### src/rtl/mdu_pkg.sv
// Shared definitions for the MDU issue controller: state encoding,
// default latencies and the M-extension funct3 decode.
package mdu_pkg;
    typedef enum logic [1:0] {
        IDLE = 2'b00,
        RUN  = 2'b01,
        DONE = 2'b10
    } mdu_state_e;

    localparam int MUL_LAT_DEF = 4;
    localparam int DIV_LAT_DEF = 33;

    localparam logic [2:0] F3_MUL    = 3'b000;
    localparam logic [2:0] F3_MULH   = 3'b001;
    localparam logic [2:0] F3_MULHSU = 3'b010;
    localparam logic [2:0] F3_MULHU  = 3'b011;
    localparam logic [2:0] F3_DIV    = 3'b100;
    localparam logic [2:0] F3_DIVU   = 3'b101;
    localparam logic [2:0] F3_REM    = 3'b110;
    localparam logic [2:0] F3_REMU   = 3'b111;

    // DIV/DIVU/REM/REMU all have funct3[2] set; MUL* never do.
    function automatic logic f3_is_div(input logic [2:0] f3);
        return f3[2];
    endfunction
endpackage

### src/rtl/mdu_issue_ctrl_if.sv
// EXE/ID-side bundle of the MDU issue controller. The pipeline drives
// through the master modport; the controller sits on the slave modport.
interface mdu_issue_ctrl_if;
    logic       issue_valid_EXE;
    logic       op_is_div_EXE;
    logic       divisor_zero_EXE;
    logic       kill_EXE;
    logic [4:0] rd_EXE;
    logic [4:0] rs1_ID;
    logic [4:0] rs2_ID;
    logic       rs1use_ID;
    logic       rs2use_ID;
    logic       mdu_start;
    logic       mdu_abort;
    logic       stall_req;
    logic       result_valid;
    logic       pending_valid;
    logic [4:0] rd_pending;
    logic       raw_stall_ID;
    logic       fwd_mdu_ID;

    modport master (
        output issue_valid_EXE, op_is_div_EXE, divisor_zero_EXE, kill_EXE, rd_EXE,
               rs1_ID, rs2_ID, rs1use_ID, rs2use_ID,
        input  mdu_start, mdu_abort, stall_req, result_valid, pending_valid,
               rd_pending, raw_stall_ID, fwd_mdu_ID
    );

    modport slave (
        input  issue_valid_EXE, op_is_div_EXE, divisor_zero_EXE, kill_EXE, rd_EXE,
               rs1_ID, rs2_ID, rs1use_ID, rs2use_ID,
        output mdu_start, mdu_abort, stall_req, result_valid, pending_valid,
               rd_pending, raw_stall_ID, fwd_mdu_ID
    );
endinterface

### src/rtl/mdu_lat_counter.sv
// Loadable down-counter used to time the MDU latency. Stops at zero.
module mdu_lat_counter #(
    parameter int CNT_W = 6
) (
    input  logic             clk,
    input  logic             rst_n,
    input  logic             clr,
    input  logic             load,
    input  logic [CNT_W-1:0] load_val,
    input  logic             dec,
    output logic             zero
);
    logic [CNT_W-1:0] cnt;

    // Clear wins over load, load wins over decrement.
    always_ff @(posedge clk or negedge rst_n) begin
        if (!rst_n)                 cnt <= '0;
        else if (clr)               cnt <= '0;
        else if (load)              cnt <= load_val;
        else if (dec && cnt != '0)  cnt <= cnt - 1'b1;
    end

    assign zero = (cnt == '0);
endmodule

### src/rtl/mdu_issue_ctrl.sv
// Sequencing controller for the iterative MDU in EXE: starts the unit,
// times its latency, stalls the pipe while busy and tracks the pending
// destination register for ID-stage RAW stall / forward decisions.
module mdu_issue_ctrl
    import mdu_pkg::*;
#(
    parameter int MUL_LAT = MUL_LAT_DEF,
    parameter int DIV_LAT = DIV_LAT_DEF,
    parameter int CNT_W   = 6
) (
    input  logic               clk,
    input  logic               rst_n,
    mdu_issue_ctrl_if.slave    bus
);
    // Counter preload excludes the accept cycle and the DONE cycle.
    localparam logic [CNT_W-1:0] MUL_LD = CNT_W'(MUL_LAT - 2);
    localparam logic [CNT_W-1:0] DIV_LD = CNT_W'(DIV_LAT - 2);

    mdu_state_e state_q, state_d;
    logic       accept, kill_act, cnt_zero;
    logic       cnt_load, cnt_dec, cnt_clr;
    logic       pend_q;
    logic [4:0] rd_q;
    logic       match;

    // rst_n gates accept so the start/stall outputs drop during reset
    // even while an instruction is still presented in EXE.
    assign accept   = rst_n & (state_q == IDLE) & bus.issue_valid_EXE & ~bus.kill_EXE;
    assign kill_act = bus.kill_EXE & (state_q != IDLE);

    // State register.
    always_ff @(posedge clk or negedge rst_n) begin
        if (!rst_n) state_q <= IDLE;
        else        state_q <= state_d;
    end

    // Next state and counter control; a kill overrides every transition.
    always_comb begin
        state_d  = state_q;
        cnt_load = 1'b0;
        cnt_dec  = 1'b0;
        cnt_clr  = 1'b0;
        case (state_q)
            IDLE: if (accept) begin
                if (bus.op_is_div_EXE && bus.divisor_zero_EXE) begin
                    state_d = DONE;
                end else begin
                    state_d  = RUN;
                    cnt_load = 1'b1;
                end
            end
            RUN:  if (cnt_zero) state_d = DONE;
                  else          cnt_dec = 1'b1;
            DONE: state_d = IDLE;
            default: state_d = IDLE;
        endcase
        if (kill_act) begin
            state_d  = IDLE;
            cnt_load = 1'b0;
            cnt_dec  = 1'b0;
            cnt_clr  = 1'b1;
        end
    end

    mdu_lat_counter #(.CNT_W(CNT_W)) u_cnt (
        .clk      (clk),
        .rst_n    (rst_n),
        .clr      (cnt_clr),
        .load     (cnt_load),
        .load_val (bus.op_is_div_EXE ? DIV_LD : MUL_LD),
        .dec      (cnt_dec),
        .zero     (cnt_zero)
    );

    // Pending-writeback scoreboard; x0 writes never become pending.
    always_ff @(posedge clk or negedge rst_n) begin
        if (!rst_n) begin
            pend_q <= 1'b0;
            rd_q   <= '0;
        end else if (kill_act) begin
            pend_q <= 1'b0;
        end else if (accept) begin
            pend_q <= (bus.rd_EXE != 5'd0);
            if (bus.rd_EXE != 5'd0) rd_q <= bus.rd_EXE;
        end else if (state_q == DONE) begin
            pend_q <= 1'b0;
        end
    end

    assign match = pend_q & ((bus.rs1use_ID & (bus.rs1_ID == rd_q)) |
                             (bus.rs2use_ID & (bus.rs2_ID == rd_q)));

    assign bus.mdu_start     = accept;
    assign bus.mdu_abort     = kill_act;
    assign bus.stall_req     = accept | (state_q == RUN);
    assign bus.result_valid  = (state_q == DONE) & ~bus.kill_EXE;
    assign bus.pending_valid = pend_q;
    assign bus.rd_pending    = rd_q;
    assign bus.raw_stall_ID  = match & (state_q != DONE);
    assign bus.fwd_mdu_ID    = match & (state_q == DONE);
endmodule

### src/flat_wrapper.sv
// flat-port wrapper written by rule: the top's interface ports become plain ports
module mdu_issue_ctrl_flat import mdu_pkg::*;
#(
    parameter int MUL_LAT = MUL_LAT_DEF,
    parameter int DIV_LAT = DIV_LAT_DEF,
    parameter int CNT_W   = 6
)
  (clk, rst_n, bus_issue_valid_EXE, bus_op_is_div_EXE, bus_divisor_zero_EXE, bus_kill_EXE, bus_rd_EXE, bus_rs1_ID, bus_rs2_ID, bus_rs1use_ID, bus_rs2use_ID, bus_mdu_start, bus_mdu_abort, bus_stall_req, bus_result_valid, bus_pending_valid, bus_rd_pending, bus_raw_stall_ID, bus_fwd_mdu_ID);
  mdu_issue_ctrl_if bus_i ();
  input  logic clk;
  input  logic rst_n;
  input wire logic [$bits(bus_i.issue_valid_EXE)-1:0] bus_issue_valid_EXE;
  input wire logic [$bits(bus_i.op_is_div_EXE)-1:0] bus_op_is_div_EXE;
  input wire logic [$bits(bus_i.divisor_zero_EXE)-1:0] bus_divisor_zero_EXE;
  input wire logic [$bits(bus_i.kill_EXE)-1:0] bus_kill_EXE;
  input wire logic [$bits(bus_i.rd_EXE)-1:0] bus_rd_EXE;
  input wire logic [$bits(bus_i.rs1_ID)-1:0] bus_rs1_ID;
  input wire logic [$bits(bus_i.rs2_ID)-1:0] bus_rs2_ID;
  input wire logic [$bits(bus_i.rs1use_ID)-1:0] bus_rs1use_ID;
  input wire logic [$bits(bus_i.rs2use_ID)-1:0] bus_rs2use_ID;
  output wire logic [$bits(bus_i.mdu_start)-1:0] bus_mdu_start;
  output wire logic [$bits(bus_i.mdu_abort)-1:0] bus_mdu_abort;
  output wire logic [$bits(bus_i.stall_req)-1:0] bus_stall_req;
  output wire logic [$bits(bus_i.result_valid)-1:0] bus_result_valid;
  output wire logic [$bits(bus_i.pending_valid)-1:0] bus_pending_valid;
  output wire logic [$bits(bus_i.rd_pending)-1:0] bus_rd_pending;
  output wire logic [$bits(bus_i.raw_stall_ID)-1:0] bus_raw_stall_ID;
  output wire logic [$bits(bus_i.fwd_mdu_ID)-1:0] bus_fwd_mdu_ID;
  assign bus_i.issue_valid_EXE = bus_issue_valid_EXE;
  assign bus_i.op_is_div_EXE = bus_op_is_div_EXE;
  assign bus_i.divisor_zero_EXE = bus_divisor_zero_EXE;
  assign bus_i.kill_EXE = bus_kill_EXE;
  assign bus_i.rd_EXE = bus_rd_EXE;
  assign bus_i.rs1_ID = bus_rs1_ID;
  assign bus_i.rs2_ID = bus_rs2_ID;
  assign bus_i.rs1use_ID = bus_rs1use_ID;
  assign bus_i.rs2use_ID = bus_rs2use_ID;
  assign bus_mdu_start = bus_i.mdu_start;
  assign bus_mdu_abort = bus_i.mdu_abort;
  assign bus_stall_req = bus_i.stall_req;
  assign bus_result_valid = bus_i.result_valid;
  assign bus_pending_valid = bus_i.pending_valid;
  assign bus_rd_pending = bus_i.rd_pending;
  assign bus_raw_stall_ID = bus_i.raw_stall_ID;
  assign bus_fwd_mdu_ID = bus_i.fwd_mdu_ID;
  mdu_issue_ctrl #(.MUL_LAT(MUL_LAT), .DIV_LAT(DIV_LAT), .CNT_W(CNT_W)) u_core (.clk(clk), .rst_n(rst_n), .bus(bus_i));
endmodule
### config.mk
export PLATFORM = sky130hd
export DESIGN_NAME = mdu_issue_ctrl_flat
export DESIGN_NICKNAME = d
export VERILOG_FILES = /design/src/rtl/mdu_pkg.sv /design/src/rtl/mdu_issue_ctrl_if.sv /design/src/rtl/mdu_lat_counter.sv /design/src/rtl/mdu_issue_ctrl.sv /design/src/flat_wrapper.sv
export SDC_FILE = /design/constraint.sdc
export NUM_CORES = 1
export LEC_CHECK = 0
export CORE_ASPECT_RATIO = 0.75
export CORE_MARGIN = 3
export CORE_UTILIZATION = 47
export DETAILED_ROUTE_END_ITERATION = 7
export HOLD_SLACK_MARGIN = 0.08
export MAX_ROUTING_LAYER = met4
export PLACE_DENSITY = 0.84
export SYNTH_ARGS = -nofsm -noshare
export SYNTH_HDL_FRONTEND = slang
export SYNTH_HIERARCHICAL = 1
export SYNTH_SLANG_ARGS = --single-unit
### constraint.sdc
create_clock -name clk -period 7.5 [get_ports clk]
set_clock_uncertainty 0.2 [all_clocks]
set_input_delay 1.5 -clock clk [delete_from_list [all_inputs] [get_ports clk]]
set_output_delay 1.5 -clock clk [all_outputs]
set_load 0.05 [all_outputs]
==> metrics.yaml, run 1 <==
status:
  outcome: "finished clean"
timing:
  setup_violations: 0
  max_freq_mhz: 179
  timing.final.hold_violations: 0
  worst_pin_slew_ns: 0.866
  finalSetupTns_ns: 0
  hold_ws_ns: 0.309
  rsz0062_at_grt: "no"
  maxSlewViolCount: 0
  fin_crit_ns: 5.58
  post-route-worst-setup-slack_ns: 1.92
  slew_headroom: 0.418
  post-route-period-util: 0.745
synthesis:
  async_flop_share: 1.00
  yosys.area.top_type: "dfrtp_1"
  yosysTopAreaCellShare: 0.359
  synthFlopType: "dfrtp_1"
  syn-num-nets: 131
  ys_seq_elements: 14
  syn_inst: 106
  yosysSeqAreaShare: 0.359
  ys_warn_count: 6
  ys_top_cells_by_area: "dfrtp_1, xnor2_1, mux2_1, inv_1, nor2_1"
  synth-edff-count: 0
  synth.distinct_cells: 39
  avgSynthCellArea_um2: 9.20
  synth_area_um2: 975
clock_tree:
  cts_setup_buffers: 0
  cts_buffer_depth: 2
  root_buffer: "clkbuf_4"
  cts-htree-levels: 1
  hold_buffers: 0
  cts_num_sinks: 14
  tritoncts: "done"
  postCtsResizedCells: 0
  worstSkewPairLatency_ns: 0.29
  cts_made_buffers: 3
  clk_pin_slew_worst_paths_ns: 0.08
placement:
  gp_congestion: 0.844
  dp_hpwl_mm: 2.22
  dpl_worst_slack_ns: 1.89
  detailed_place.area_mm2: 0.00132
  io_buffers: 34
drt:
  drtPass1Iterations: 4
  wl_met1_mm: 1.21
  vias: 946
  wire_per_inst_um: 16.6
  via_per_inst: 5.77
  routed_wl_mm: 2.72
  ant_nets: 0
  wl_met3_um: 220
  wl_met2_mm: 1.24
  drc_errors: 0
  drtIter0Drc: 34
  top_layer: "met4"
worst_setup_path:
  critPathCaptureType: "primary output"
  crit_arrival_ns: 3.88
  reg2regPathDepth: 8
  start_kind: "primary input"
  crit_type: "in -> out"
  cp_data_required_time_ns: 5.80
  cp_max_fo: 15
floorplan:
  core-area_mm2: 0.00184
  dieArea_mm2: 0.00266
  initial_core_util: 0.530
  fp.dieH_um: 45.4
  row_count: 13
  ioPinCount: 35
  die_x_um: 58.6
pwr:
  ir_worst_vdd_uv: 196
  pwr_density_cell_mw_per_mm2: 270
  p_leak_nw: 0.563
min_path:
  min_path_type: "reg -> reg"
  min_path_cells: 1
finish:
  design_area_mm2: 0.00136
  utilization: 0.740
  final_cell_mix: "clkdlybuf4s50_1, dfrtp_1, xnor2_1"
  antenna_cells: 0
  layout.nets: 168
  final_common_cell: "clkdlybuf4s50_1"
  area_growth_syn_to_layout_pct: 39.5
  drive_gt1_frac: 0.0704
global_routing:
  grt_pass1_vias: 875
  antenna_found_initial: 0
  track_usage: 0.237
  grt_overflow_total: 0
  grt_max_degree: 16
  grt_first_pass_wirelength_mm: 4.31
flow_run:
  max_cap_violations: 0
[per-layer routing]
layer	vias up	track usage
li1	459	-
met2	33	0.363
met5	-	-
met1	447	0.305
met4	0	0.0950
met3	7	0.0567
[cells by family after synthesis]
logic type / synth area share
other: 0.00771
flip-flops: 0.359
AO/OA/AOI/OAI: 0.176
buffers and inverters: 0.0539
XOR/XNOR: 0.0899
AND/OR/NAND/NOR: 0.241
adder cells (fa/ha/maj): 0.0257
multiplexers: 0.0462
[sequential cells by signal (all words and copies together) (netlist names)]
register and count:
u_core/bus.pending_valid 1, u_core/bus.rd_pending 5, u_core/state_q 2, u_core/u_cnt/cnt 6
[critical path, cell delays in order]
cell and delay, ns:
clkdlybuf4s50_1 0.87, nand2_1 0.09, or4_4 0.49, inv_1 0.12, clkdlybuf4s50_1 0.81
[cell usage after synthesis (2+ instances only)]
| cell type | instances |
|---|---|
| a21oi_1 | 4 |
| a221oi_1 | 2 |
| a311oi_1 | 2 |
| conb_1 | 2 |
| dfrtp_1 | 14 |
| ha_1 | 2 |
| inv_1 | 9 |
| mux2_1 | 4 |
| nand2_1 | 7 |
| nand2b_1 | 3 |
| nand3_1 | 4 |
| nand4_1 | 3 |
| nor2_1 | 9 |
| nor3_1 | 3 |
| o21ai_0 | 4 |
| or4b_1 | 2 |
| xnor2_1 | 10 |
[power by group]
part           internal (mW)  total [mW]  switching [mW]
clock network         0.0296      0.0537          0.0241
logic                 0.0787       0.183           0.104
registers             0.0993       0.130          0.0312
[per-stage QoR]
stage               std cells  total power, mW
global placement          160            0.304
detailed placement        160            0.312
floorplan                 106            0.248
CTS                       164            0.366
finish                    164            0.367
global route              164            0.389
[area by class of cell]
cell class,count,area (µm²)
flip-flops and latches,14,350
clock buffers,4,36.3
fillers,149,478
well taps,22,27.5
repair buffers,34,340
multi-input cells,81,572
inverters,9,33.8
[final timing paths]
path                                                 start                              endpoint  slack (ns)
min                          u_core/state_q[1]$_DFFE_PN0P_         u_core/state_q[1]$_DFFE_PN0P_        0.31
min reg2reg                  u_core/state_q[1]$_DFFE_PN0P_         u_core/state_q[1]$_DFFE_PN0P_        0.31
min in group asynchronous                            rst_n  u_core/bus.pending_valid$_DFFE_PN0P_        1.40
max reg2reg                u_core/u_cnt/cnt[0]$_DFFE_PN0P_       u_core/u_cnt/cnt[3]$_DFFE_PN0P_        4.56
max in group asynchronous                            rst_n  u_core/bus.rd_pending[2]$_DFFE_PN0P_        5.31
max                                                  rst_n                         bus_mdu_start        1.92
Power figures use the tool's default switching activity.
==> inputs of run 2 (changes only) <==
--- a/config.mk
+++ b/config.mk
@@ -7,11 +7,11 @@
 export LEC_CHECK = 0
 export CORE_ASPECT_RATIO = 0.75
 export CORE_MARGIN = 3
-export CORE_UTILIZATION = 47
+export CORE_UTILIZATION = 44
 export DETAILED_ROUTE_END_ITERATION = 7
 export HOLD_SLACK_MARGIN = 0.08
 export MAX_ROUTING_LAYER = met4
-export PLACE_DENSITY = 0.84
+export PLACE_DENSITY = 0.8
 export SYNTH_ARGS = -nofsm -noshare
 export SYNTH_HDL_FRONTEND = slang
 export SYNTH_HIERARCHICAL = 1
==> constraint.sdc (replaced) <==
create_clock -name clk -period 5.8 [get_ports clk]
set_clock_uncertainty 0.2 [all_clocks]
set_input_delay 1.16 -clock clk [delete_from_list [all_inputs] [get_ports clk]]
set_output_delay 1.16 -clock clk [all_outputs]
set_load 0.05 [all_outputs]
==> metrics.yaml, run 2 (same netlist as run 1, synthesis figures left out) <==
worst_setup_path:
  crit_arrival_ns: 3.30  # -0.58 ns
  start_kind: "primary input"
  cp_max_fo: 15  # unchanged
  critPathCaptureType: "primary output"
  cp_data_required_time_ns: 4.44  # -1.36 ns
  crit_type: "in -> out"
global_routing:
  antenna_found_initial: 0  # unchanged
  grt_max_degree: 16  # unchanged
  grt_overflow_total: 0  # unchanged
  grt_first_pass_wirelength_mm: 4.09  # -5.1%
  grt_pass1_vias: 859  # -1.8%
  track_usage: 0.209  # -0.0277
drt:
  via_per_inst: 5.68  # -1.5%
  drtPass1Iterations: 4  # unchanged
  drtIter0Drc: 53  # +56%
  wire_per_inst_um: 15.4  # -6.9%
  vias: 949  # +0.32%
  routed_wl_mm: 2.58  # -5.1%
  drc_errors: 0  # unchanged
  ant_nets: 0  # unchanged
floorplan:
  core-area_mm2: 0.00205  # +12%
  dieArea_mm2: 0.00282  # +6.0%
  fp.dieH_um: 46.8  # +2.9%
  initial_core_util: 0.476  # -0.0547
  die_x_um: 60.3  # +3.0%
  row_count: 14  # +1
  ioPinCount: 35  # unchanged
timing:
  setup_violations: 0  # unchanged
  max_freq_mhz: 215
  worst_pin_slew_ns: 0.788  # -0.0785 ns
  slew_headroom: 0.471  # +0.0528
  timing.final.hold_violations: 0  # unchanged
  maxSlewViolCount: 0  # unchanged
  hold_ws_ns: 0.326  # +0.0165 ns
  fin_crit_ns: 4.66
  rsz0062_at_grt: "no"
  post-route-period-util: 0.803
  finalSetupTns_ns: 0  # unchanged
clock_tree:
  root_buffer: "clkbuf_4"
  clk_pin_slew_worst_paths_ns: 0.07  # about the same
  tritoncts: "done"
  cts_num_sinks: 14  # unchanged
  cts_buffer_depth: 2  # unchanged
  postCtsResizedCells: 0  # unchanged
  hold_buffers: 0  # unchanged
  cts-htree-levels: 1  # unchanged
  worstSkewPairLatency_ns: 0.27  # -0.02 ns
  cts_setup_buffers: 0  # unchanged
  cts_made_buffers: 3  # unchanged
finish:
  area_growth_syn_to_layout_pct: 40.6
  multi_input_area_um2: 572  # unchanged
  drive_gt1_frac: 0.0769  # +0.00650
  largest-register: "u_core/u_cnt/cnt"
  utilization: 0.668  # -0.0715
  n_fill_cell: 177  # +19%
  finalNonFillerCells: 167  # +1.8%
  final_cell_mix: "clkdlybuf4s50_1, dfrtp_1, xnor2_1"
  final_common_cell: "clkdlybuf4s50_1"
  design_area_mm2: 0.00137  # +0.74%
  layout.nets: 169  # +0.60%
  seq_area_um2: 350  # unchanged
  antenna_cells: 0  # unchanged
  largest_reg_flops: 6  # unchanged
pwr:
  switching_share: 0.430  # -0.00507
  ir_worst_vdd_uv: 241  # +23%
  p_clk_frac: 0.142  # -0.004
  p_seq_frac: 0.358  # +0.003
  p_leak_nw: 0.567  # +0.85%
  p_comb_frac: 0.500  # about the same
  pwr_density_cell_mw_per_mm2: 344  # +27%
  internal-power_mw: 0.269  # +29%
  p_sw_mw: 0.203  # +27%
placement:
  gp_congestion: 0.795  # -5.8%
  io_buffers: 34  # unchanged
  dp_hpwl_mm: 2.16  # -3.0%
  place_inst: 163  # +1.9%
  detailed_place.area_mm2: 0.00133  # +0.76%
min_path:
  min_path_type: "reg -> reg"
status:
  outcome: "finished clean"
flow_run:
  max_cap_violations: 0  # unchanged
[run 2: metal layers]
layer / routed length [µm] / GRT usage / vias to the layer above
met5: 0 / - / -
met2: 1250 / 0.330 / 47
met4: 19 / 0.0442 / 0
met3: 235 / 0.0467 / 2
li1: - / - / 460
met1: 1080 / 0.278 / 440
[run 2: critical path: stages]
cell and delay, ns:
clkdlybuf4s50_1 0.45, buf_4 0.22, nand2_1 0.07, or4_4 0.47, inv_1 0.12, clkdlybuf4s50_1 0.81
[run 2: stage by stage]
| step | worst slack [ns] | total power, mW |
|---|---|---|
| after global routing | 1.01 | 0.505 |
| final | 1.14 | 0.471 |
| after floorplan | 2.35 | 0.320 |
| after global placement | 1.14 | 0.394 |
| after detailed placement | 1.12 | 0.404 |
| after CTS | 1.12 | 0.474 |
[run 2: power groups by stage]
stage               combinational (mW)  sequential [mW]  clock, mW
floorplan                        0.122            0.198          0
global placement                 0.227            0.168          0
detailed placement               0.234            0.170          0
CTS                              0.235            0.168     0.0704
global route                     0.255            0.174     0.0757
finish                           0.236            0.169     0.0669
[run 2: worst paths after layout]
| path | from | endpoint | slack (ns) | cells after the start |
|---|---|---|---|---|
| setup reg to reg | u_core/u_cnt/cnt[0]$_DFFE_PN0P_ | u_core/u_cnt/cnt[3]$_DFFE_PN0P_ | 2.91 | 8 |
| max in group asynchronous | rst_n | u_core/state_q[1]$_DFFE_PN0P_ | 4.25 | 2 |
| setup / recovery | rst_n | bus_mdu_start | 1.14 | 6 |
| hold reg to reg | u_core/state_q[1]$_DFFE_PN0P_ | u_core/state_q[1]$_DFFE_PN0P_ | 0.33 | 1 |
| min in group asynchronous | rst_n | u_core/bus.rd_pending[4]$_DFFE_PN0P_ | 0.99 | 2 |
| hold / removal | u_core/state_q[1]$_DFFE_PN0P_ | u_core/state_q[1]$_DFFE_PN0P_ | 0.33 | 1 |
[run 2: area by class of cell]
cell class / count / area share
Tap cell: 24 / 0.0219
Timing Repair Buffer: 35 / 0.254
Clock buffer: 4 / 0.0265
Sequential cell: 14 / 0.256
Multi-Input combinational cell: 81 / 0.417
Inverter: 9 / 0.0247
==> inputs of run 3 (changes only) <==
==> constraint.sdc (replaced) <==
create_clock -name clk -period 4.5 [get_ports clk]
set_clock_uncertainty 0.2 [all_clocks]
set_input_delay 0.9 -clock clk [delete_from_list [all_inputs] [get_ports clk]]
set_output_delay 0.9 -clock clk [all_outputs]
set_load 0.05 [all_outputs]
==> metrics.yaml, run 3 (same netlist as run 1, synthesis figures left out) <==
finish:
  largest_reg_flops: 6  # unchanged
  layout.nets: 170  # +0.59%
  largest-register: "u_core/u_cnt/cnt"
  final_common_cell: "clkdlybuf4s50_1"
  drive_gt1_frac: 0.0972  # +0.0203
  finalNonFillerCells: 168  # +0.60%
  area_growth_syn_to_layout_pct: 40.8
  utilization: 0.670  # +0.00122
  antenna_cells: 0  # unchanged
  final_cell_mix: "clkdlybuf4s50_1, dfrtp_1, xnor2_1"
drt:
  drtPass1Iterations: 4  # unchanged
  wl_met1_mm: 1.14  # +5.5%
  drtIter0Drc: 29  # -45%
  wl_met3_um: 158  # -33%
  top_layer: "met4"
  drc_errors: 0  # unchanged
  vias: 950  # +0.11%
  wl_met2_mm: 1.25  # unchanged
  ant_nets: 0  # unchanged
  via_per_inst: 5.65  # -0.49%
  routed_wl_mm: 2.54  # -1.4%
  wire_per_inst_um: 15.1  # -2.0%
pwr:
  p_comb_frac: 0.494  # -0.006
  ir_worst_vdd_uv: 326  # +35%
  p_seq_frac: 0.358  # about the same
  pwr_density_cell_mw_per_mm2: 442  # +29%
  p_leak_nw: 0.576  # +1.5%
  p_clk_frac: 0.148  # +0.006
  p_sw_mw: 0.260  # +29%
  internal-power_mw: 0.346  # +29%
  switching_share: 0.429  # -0.000623
  total_power_mw: 0.607  # +29%
global_routing:
  grt_pass1_vias: 891  # +3.7%
  antenna_found_initial: 0  # unchanged
  track_usage: 0.201  # -0.00793
  grt_overflow_total: 0  # unchanged
  grt_max_degree: 15  # -1
  grt_first_pass_wirelength_mm: 4.06  # -0.83%
timing:
  hold_ws_ns: 0.320  # -0.00554 ns
  fin_crit_ns: 3.96
  maxSlewViolCount: 0  # unchanged
  worst_pin_slew_ns: 0.710  # -0.0772 ns
  slew_headroom: 0.526  # +0.0555
  timing.final.hold_violations: 0  # unchanged
  setup_violations: 0  # unchanged
  rsz0062_at_grt: "no"
  max_freq_mhz: 252
  post-route-period-util: 0.880
  finalSetupTns_ns: 0  # unchanged
worst_setup_path:
  crit_arrival_ns: 2.86  # -0.44 ns
  r2r_slack_ns: 1.91  # -1.00 ns
  crit_type: "in -> out"
  cp_data_required_time_ns: 3.40  # -1.04 ns
  start_kind: "primary input"
  cp_max_fo: 2  # -13
  critPathCaptureType: "primary output"
floorplan:
  dieArea_mm2: 0.00282  # unchanged
  ioPinCount: 35  # unchanged
  initial_core_util: 0.476  # unchanged
  row_count: 14  # unchanged
  core-area_mm2: 0.00205  # unchanged
  fp.dieH_um: 46.8  # unchanged
  die_x_um: 60.3  # unchanged
clock_tree:
  root_buffer: "clkbuf_4"
  hold_buffers: 0  # unchanged
  postCtsResizedCells: 0  # unchanged
  clk_pin_slew_worst_paths_ns: 0.08  # about the same
  cts_num_sinks: 14  # unchanged
  cts_setup_buffers: 0  # unchanged
  worstSkewPairLatency_ns: 0.28  # about the same
  cts-htree-levels: 1  # unchanged
  cts_buffer_depth: 2  # unchanged
  tritoncts: "done"
  cts_made_buffers: 3  # unchanged
placement:
  place_inst: 164  # +0.61%
  io_buffers: 34  # unchanged
  gp_congestion: 0.806  # +1.4%
  dp_hpwl_mm: 2.14  # -0.78%
min_path:
  min_path_type: "reg -> reg"
flow_run:
  max_cap_violations: 0  # unchanged
status:
  outcome: "finished clean"
[run 3: final timing paths]
check | from | end | cells after the start
setup reg to reg | u_core/state_q[0]$_DFFE_PN0P_ | u_core/u_cnt/cnt[1]$_DFFE_PN0P_ | 5
hold reg to reg | u_core/state_q[1]$_DFFE_PN0P_ | u_core/state_q[1]$_DFFE_PN0P_ | 1
hold / removal | u_core/state_q[1]$_DFFE_PN0P_ | u_core/state_q[1]$_DFFE_PN0P_ | 1
max in group asynchronous | rst_n | u_core/state_q[1]$_DFFE_PN0P_ | 2
setup / recovery | bus_rs1_ID[0] | bus_fwd_mdu_ID | 6
min in group asynchronous | rst_n | u_core/bus.rd_pending[2]$_DFFE_PN0P_ | 2
[run 3: power by group through the flow]
stage | Sequential, mW | Clock (mW) | Combinational, mW
after floorplan | 0.255 | 0 | 0.158
after global placement | 0.216 | 0 | 0.289
after detailed placement | 0.219 | 0 | 0.298
after CTS | 0.216 | 0.0914 | 0.299
after global routing | 0.222 | 0.0999 | 0.327
final | 0.217 | 0.0901 | 0.300
[run 3: area by class of cell]
class                      instances  area (µm²)
fill                             163         677
multi-input combinational         81         572
sequential                        14         350
timing repair buffer              36         350
clock buffer                       4        36.3
inverter                           9        33.8
tap                               24        30.0
[run 3: critical path, cell delays in order]
cell	delay, ns
clkdlybuf4s50_1	0.41
xnor2_1	0.21
nand4_1	0.13
o22ai_1	0.19
and4b_1	0.23
clkdlybuf4s50_1	0.80
[run 3: per-layer routing]
metal	track usage	vias to the layer above
li1	-	460
met1	0.270	457
met2	0.323	31
met3	0.0440	2
met4	0.0265	0
met5	-	-
[run 3: through the flow]
step / area, µm² / worst slack (ns)
global route: 1370 / 0.470
CTS: 1370 / 0.529
detailed placement: 1340 / 0.528
global placement: 1340 / 0.613
finish: 1370 / 0.539
floorplan: 975 / 1.57
